File: config.mk
export PLATFORM = sky130hd
export DESIGN_NAME = keypad_sprite_mover
export DESIGN_NICKNAME = d
export VERILOG_FILES = /design/src/rtl/keypad_sprite_mover.sv
export SDC_FILE = /design/constraint.sdc
export NUM_CORES = 1
export LEC_CHECK = 0
export CELL_PAD_IN_SITES_DETAIL_PLACEMENT = 1
export CELL_PAD_IN_SITES_GLOBAL_PLACEMENT = 1
export CORE_ASPECT_RATIO = 1.1
export CORE_MARGIN = 2
export CORE_UTILIZATION = 45
export CTS_CLUSTER_SIZE = 14
export DETAILED_ROUTE_END_ITERATION = 10
export GPL_TIMING_DRIVEN = 1
export PLACE_DENSITY = 0.87
export REMOVE_ABC_BUFFERS = 1
export SKIP_CTS_REPAIR_TIMING = 1
export SLEW_MARGIN = 20
export SYNTH_ARGS = -nofsm -noshare
export SYNTH_HDL_FRONTEND = slang
export SYNTH_SLANG_ARGS = --single-unit
File: constraint.sdc
create_clock -name clk -period 5.55 [get_ports clk]
set_input_delay 1.11 -clock clk [delete_from_list [all_inputs] [get_ports clk]]
set_output_delay 1.11 -clock clk [all_outputs]
set_load 0.005 [all_outputs]
File: src/rtl/keypad_sprite_mover.sv
// rtl/keypad_sprite_mover.sv - keypad-driven sprite mover on a tile grid
// Optional diagonal stepping when KEYPAD_MOVER_DIAG_EN is defined.
module keypad_sprite_mover #(
    parameter int          COLS        = 80,
    parameter int          ROWS        = 30,
    parameter int          ADDR_W      = 12,
    parameter int          START_COL   = 10,
    parameter int          START_ROW   = 10,
    parameter logic [15:0] SPRITE_TILE = 16'h0e01,
    parameter logic [15:0] BG_TILE     = 16'h0000,
    parameter int          STEP_DELAY  = 100,
    parameter int          WRAP        = 1
) (
    input  logic              clk,
    input  logic              rst,
    input  logic [31:0]       timer,
    input  logic [7:0]        keypad,
    output logic [ADDR_W-1:0] vga_addr,
    output logic              vga_we,
    output logic [15:0]       vga_data,
    output logic              busy,
    output logic [6:0]        col,
    output logic [6:0]        row
);

    typedef enum logic [2:0] {
        INIT  = 3'd0,
        DRAW  = 3'd1,
        IDLE  = 3'd2,
        CALC  = 3'd3,
        ERASE = 3'd4,
        PLACE = 3'd5,
        HOLD  = 3'd6
    } state_t;

    localparam logic [6:0]  COL_MAX   = 7'(COLS - 1);
    localparam logic [6:0]  ROW_MAX   = 7'(ROWS - 1);
    localparam logic [6:0]  COL_START = 7'(START_COL);
    localparam logic [6:0]  ROW_START = 7'(START_ROW);
    localparam logic [31:0] DELAY     = 32'(STEP_DELAY);

    state_t            state;
    state_t            state_next;
    logic [3:0]        key_q;
    logic [31:0]       t0;
    logic [ADDR_W-1:0] old_addr;
    logic [6:0]        next_col;
    logic [6:0]        next_row;
    logic [31:0]       addr_full;
    logic [ADDR_W-1:0] cur_addr;
    logic [31:0]       elapsed;
    logic              moved;
    logic              unused_bits;

    function automatic logic [6:0] step_dec(input logic [6:0] v, input logic [6:0] max_v);
        if (v == 7'd0) begin
            return (WRAP != 0) ? max_v : 7'd0;
        end
        return v - 7'd1;
    endfunction

    function automatic logic [6:0] step_inc(input logic [6:0] v, input logic [6:0] max_v);
        if (v == max_v) begin
            return (WRAP != 0) ? 7'd0 : v;
        end
        return v + 7'd1;
    endfunction

    assign addr_full   = 32'(row) * 32'(COLS) + 32'(col);
    assign cur_addr    = addr_full[ADDR_W-1:0];
    assign elapsed     = timer - t0;
    assign unused_bits = ^{keypad[7:4], addr_full[31:ADDR_W]};

    // Candidate position from the key snapshot taken while IDLE.
    always_comb begin
        next_col = col;
        next_row = row;
`ifdef KEYPAD_MOVER_DIAG_EN
        if (key_q[0]) begin
            next_col = step_dec(col, COL_MAX);
        end else if (key_q[1]) begin
            next_col = step_inc(col, COL_MAX);
        end
        if (key_q[2]) begin
            next_row = step_inc(row, ROW_MAX);
        end else if (key_q[3]) begin
            next_row = step_dec(row, ROW_MAX);
        end
`else
        if (key_q[0]) begin
            next_col = step_dec(col, COL_MAX);
        end else if (key_q[1]) begin
            next_col = step_inc(col, COL_MAX);
        end else if (key_q[2]) begin
            next_row = step_inc(row, ROW_MAX);
        end else if (key_q[3]) begin
            next_row = step_dec(row, ROW_MAX);
        end
`endif
    end

    assign moved = (next_col != col) || (next_row != row);

    // Write outputs decode straight from state so reset kills a strobe at once.
    always_comb begin
        state_next = state;
        vga_we     = 1'b0;
        vga_addr   = '0;
        vga_data   = 16'h0000;
        busy       = 1'b1;
        case (state)
            INIT: begin
                state_next = DRAW;
            end
            DRAW: begin
                vga_we     = 1'b1;
                vga_addr   = cur_addr;
                vga_data   = SPRITE_TILE;
                state_next = IDLE;
            end
            IDLE: begin
                busy = 1'b0;
                if (keypad[3:0] != 4'b0000) begin
                    state_next = CALC;
                end
            end
            CALC: begin
                state_next = moved ? ERASE : HOLD;
            end
            ERASE: begin
                vga_we     = 1'b1;
                vga_addr   = old_addr;
                vga_data   = BG_TILE;
                state_next = PLACE;
            end
            PLACE: begin
                vga_we     = 1'b1;
                vga_addr   = cur_addr;
                vga_data   = SPRITE_TILE;
                state_next = HOLD;
            end
            HOLD: begin
                if (elapsed >= DELAY) begin
                    state_next = IDLE;
                end
            end
            default: begin
                state_next = INIT;
            end
        endcase
    end

    // col/row take the new position when CALC ends, so PLACE addresses it directly.
    always_ff @(posedge clk or negedge rst) begin
        if (!rst) begin
            state    <= INIT;
            col      <= COL_START;
            row      <= ROW_START;
            t0       <= 32'd0;
            key_q    <= 4'b0000;
            old_addr <= '0;
        end else begin
            state <= state_next;
            if (state == IDLE) begin
                key_q <= keypad[3:0];
            end
            if (state == CALC) begin
                t0       <= timer;
                old_addr <= cur_addr;
                col      <= next_col;
                row      <= next_row;
            end
        end
    end

endmodule
* After elaboration in Yosys (flattened, before gate mapping)
Index checks and enable logic that the tools add are counted.
Storage, ports and cells: word-level logic and storage cells 70, register bits after elaboration 65, output and inout port bits 44
Cells by class: add/sub/neg operators 6, $lt $le $gt $ge 1, multipliers 1, reductions and logical operators 8, mux-type cells 36, eq/ne operators 12
Operators by type and width (count):
- $mux W7 | 14
- $ge A32 B7 Y1 const B | 1
- $sub A32 B32 Y32 | 1
- $pmux W12 S2 | 1
- $pmux W3 S7 | 1
- $mux W1 | 16
- $add A7 B1 Y7 const B | 2
- $logic_not A7 Y1 | 2
- $ne A7 B7 Y1 | 2
- $sub A7 B1 Y7 const B | 2
- $add A12 B7 Y12 | 1
- $mux W12 | 1
- $eq A3 B3 Y1 const B | 3
- $mul A7 B3 Y8 const B | 1
- $eq A7 B5 Y1 const B | 1
- $eq A7 B7 Y1 const B | 1
- $eq A3 B2 Y1 const B | 2
- $mux W3 | 2
- $ne A2 B2 Y1 const B | 2
- $reduce_bool A4 Y1 | 1
- $eq A3 B1 Y1 const B | 1
- $logic_not A3 Y1 | 1
- $reduce_or A3 Y1 | 1
- $mux W2 | 1
- other kinds (3) | 3

* Depth between registers and ports, before layout
depth after elaboration 15, depth in mapped cells 13, depth with buffers taken out 13

* Least setup slack after synthesis
Ideal clock, no wire load.
kind input -> register, from in timer[0], to reg state[2], slack 1.800 ns, path buffers 0, arrival time 3.686 ns, stages on the path 13, library setup time 0.064 ns, cells stage by stage inv_1 > ha_1 > fa_1 > and2b_1 > o2111a_2 > nor3_4 > o21ai_2 > a311o_1 > or4_1 > nor4_1 > nand4_1 > nor4_1 > a21o_1
On the way: word-level cells in the longest chain between the ends 4
RTL lines:
- from (decl) | line 16 | input logic [31:0] timer,
- $sub A32 B32 Y32 | line 71 | assign elapsed = timer - t0;
- $ge A32 B7 Y1 | line 143 | if (elapsed >= DELAY) begin
- $ne A2 B2 Y1 (no source line)
- $reduce_and A2 Y1 (no source line)
- to (signal assigned) | line 163 | state <= state_next;
- to (decl) | line 42 | state_t state;
Every way passes these cells. A chain may end at the register's enable or synchronous reset.

* Worst setup path in the final report
from reg row[3], to out vga_addr[11]
On the way: word-level cells in the longest chain between the ends 3
RTL lines:
- from (decl) | line 23 | output logic [6:0] row
- from (signal assigned) | line 171 | row <= next_row;
- $mul A7 B3 Y8 | line 69 | assign addr_full = 32'(row) * 32'(COLS) + 32'(col);
- $add A12 B7 Y12 | line 69
- $pmux W12 S2 | line 111 | case (state)
- to (decl) | line 18 | output logic [ADDR_W-1:0] vga_addr,
Every way passes these cells.

==> flow_summary.toml <==
[status]
status = "completed"

[hold_path]
hold_end = "old_addr[10]"
hold_start = "old_addr[10]"
hp-class = "flop to flop"
hold_depth = 2

[setup_path]
critPathMaxStageDelay_ps = 640
endpoint_kind = "output pin"
critical_path_required_ps = 4440
rr_endpoint = "state[2]"
r2r_slack_ps = 1910
crit_top_cell = "ha_1"
regToRegStartpoint = "t0[1]"
worstPathCellList = "ha_1 -> ha_1 -> inv_1 -> fa_1 -> nor3b_1 -> nand2_1 -> or2_2 -> xnor2_1 -> a22oi_1 -> nor2_1 -> clkdlybuf4s50_1"
critPathSlowestCell = "dfstp_2"
crit_start = "row[3]"
crit_type = "flop to output pin"
ff2ff_path_depth = 12
worstPathArrival_ps = 3700
start_kind = "flop"
path_max_fanout = 10

[floorplan]
die_w_um = 114
die_h_um = 125
std_cell_rows = 44
pin_count = 86
start_util_pct = 45.8
dieArea_um2 = 14300
coreArea_um2 = 13200

[sta]
max_slew_margin_pct = 38.4
fin_crit_sh_pct = 86.7
drv_slew = 0
finalHoldViolCount = 0
final.setup.tns_ps = 0
finalCriticalPeriod_ps = 4810
worst_pin_slew_ps = 920
rsz0062_at_grt = "no"
finClkSkew_ps = 6.93
fmax_ghz = 0.208
setup_viol = 0

[grt]
grt_pass1_vias = 6205
grt_pass1_wl_um = 30600
overflow = 0
grt_max_degree = 77
gr-usage-all-layers_pct = 26.5
antenna_found_initial = 0

[pwr]
power_density_nw_per_um2 = 650
ir_drop_v = 0.000286
p_leak_nw = 3.04

[final_layout]
area_growth_pct = 14.6
nets = 900
final_cells = 972
register_area_um2 = 1630
multi_input_area_um2 = 3810
drive_above_1_share_pct = 6.04
diodes = 0
fill_cells = 1608
fin_area_um2 = 6910
fin_util_pct = 52.5

[clocking]
cts.sinks = 65
clk_latency_ps = 350
cts_root_buffer = "clkbuf_16"
clockBufferDepth = 2
path_clk_slew_ps = 60
cts.htree.levels = 3
numCtsBuffers = 9
cts_tree = "yes"

[yosys]
syn_avg_cell_area_um2 = 7.78
synth.area.top_cells = "dfrtp_1 25%, ha_1 10%, nand2_1 7.0%"
synthArstFlopShare_pct = 100
synth_top_area_cell = "dfrtp_1"
ys_seq_area_share_pct = 27.1
synth_top_area_share_pct = 25.3
syn-cell-area_um2 = 6030
ys_types = 83
yosysWarnings = 0
synth_seq_cells = 65
synth-edff-count = 0
ys.flop_type = "dfrtp_1"
synthCells = 775

[route]
wl_per_cell_um = 18.8
drt_iter0_drc = 279
ant_nets = 0
drc_errors = 0
viasPerCell = 6.03
num_vias = 5863
dr.pass1.iters = 4
finalWirelength_um = 18300

[place]
place.gp.congestion = 0.954
dpl.hpwl_um = 13300
place_area_um2 = 6570
io_buffers = 69
placedCellCount = 956

[flow_run]
cap_violations = 0
[report_power, final]
group | total, W | switching, W | internal [W]
sequential | 0.000995 | 0.000286 | 0.000708
combinational | 0.00283 | 0.00165 | 0.00118
clock | 0.000663 | 0.000242 | 0.000421
[stage by stage]
| stage | power [W] | setup WS (ps) | hold slack [ps] |
|---|---|---|---|
| after CTS | 0.00449 | 717 | 486 |
| after global routing | 0.00489 | 447 | 510 |
| after detailed placement | 0.00377 | 831 | 472 |
| after floorplan | 0.00284 | 1800 | 446 |
| after global placement | 0.00365 | 910 | 460 |
| final | 0.00449 | 740 | 483 |
[area by class of cell]
cell class / count / share of cell area [%]
sequential: 65 / 23.6
timing repair buffer: 71 / 10.1
tap: 161 / 2.92
clock buffer: 11 / 3.66
multi-input combinational: 599 / 55.2
clock inverter: 5 / 1.23
inverter: 60 / 3.26
[cell usage after synthesis, types with 7 or more instances]
master    count
a21o_1       12
a21oi_1      60
xnor2_1      11
nand4_1      16
dfrtp_1      61
nand2_1     113
nor3_1       11
and3_1        8
ha_1         49
buf_6         7
nor2_1       53
nand3_1      15
a211oi_1      8
clkbuf_1     22
xor2_1       13
inv_1        59
o31ai_1       7
buf_4        21
o21ai_0      67
a22oi_1      12
nor4_1        7
[worst max-delay path: cells and delay by family, from the launching register on]
family                   cells  cell delay (ps)
adder cells (fa/ha/maj)      3              970
AND/OR/NAND/NOR              4              870
flip-flops                   1              640
buffers and inverters        2              600
XOR/XNOR                     1              180
AO/OA/AOI/OAI                1               90
[how the worst max path moves through the flow]
stage,to,slack [ps],cells past startpoint
global route,vga_addr[11],450,11
floorplan,state[2],1800,13
global placement,state[2],910,12
CTS,vga_addr[11],720,11
detailed placement,state[2],830,12
finish,vga_addr[11],740,11
[per-layer routing]
layer  global-route usage [%]  vias to the layer above  wire (µm)
met4                     10.2                        0        577
met1                     31.1                     2876       7450
li1                         -                     2781          -
met5                        0                        -          0
met3                     5.04                       45        841
met2                     47.4                      161       9400
[cell families (layout without fill, tap and decap cells)]
kind of cell / after synthesis / after routing / synth area share, %
other: 1 / 12 / 0.0622
AOI/OAI and AO/OA: 237 / 237 / 25.4
DFF: 65 / 65 / 27.1
xor gates and xnor gates: 24 / 24 / 3.49
and+or+nand+nor: 264 / 264 / 20.6
adders and majority gates: 52 / 52 / 11.2
buffers and inverters: 122 / 147 / 10.4
muxes: 10 / 10 / 1.76
[layout by cell type (no fill, tap or decap), drive strengths merged, types with 7 or more instances in the layout]
master | netlist | routed
nor2 | 53 | 53
nand2 | 114 | 114
a21o | 12 | 12
o31ai | 7 | 7
a21oi | 62 | 62
nand4 | 16 | 16
clkdlybuf4s50 | 0 | 68
ha | 49 | 49
dfrtp | 61 | 61
o21ai | 70 | 70
and3 | 10 | 10
nor3 | 12 | 12
a211oi | 9 | 9
xnor2 | 11 | 11
inv | 60 | 62
nand3 | 15 | 15
conb | 1 | 12
xor2 | 13 | 13
nor4 | 7 | 7
clkbuf | 25 | 11
a22oi | 12 | 12
[flip-flops by register name, summed over array words and instances, names as in the netlist]
| signal | count |
|---|---|
| col | 7 |
| key_q | 4 |
| t0 | 32 |
| state | 3 |
| row | 7 |
| old_addr | 12 |
Note: power is estimated with default switching activity, not from simulation.
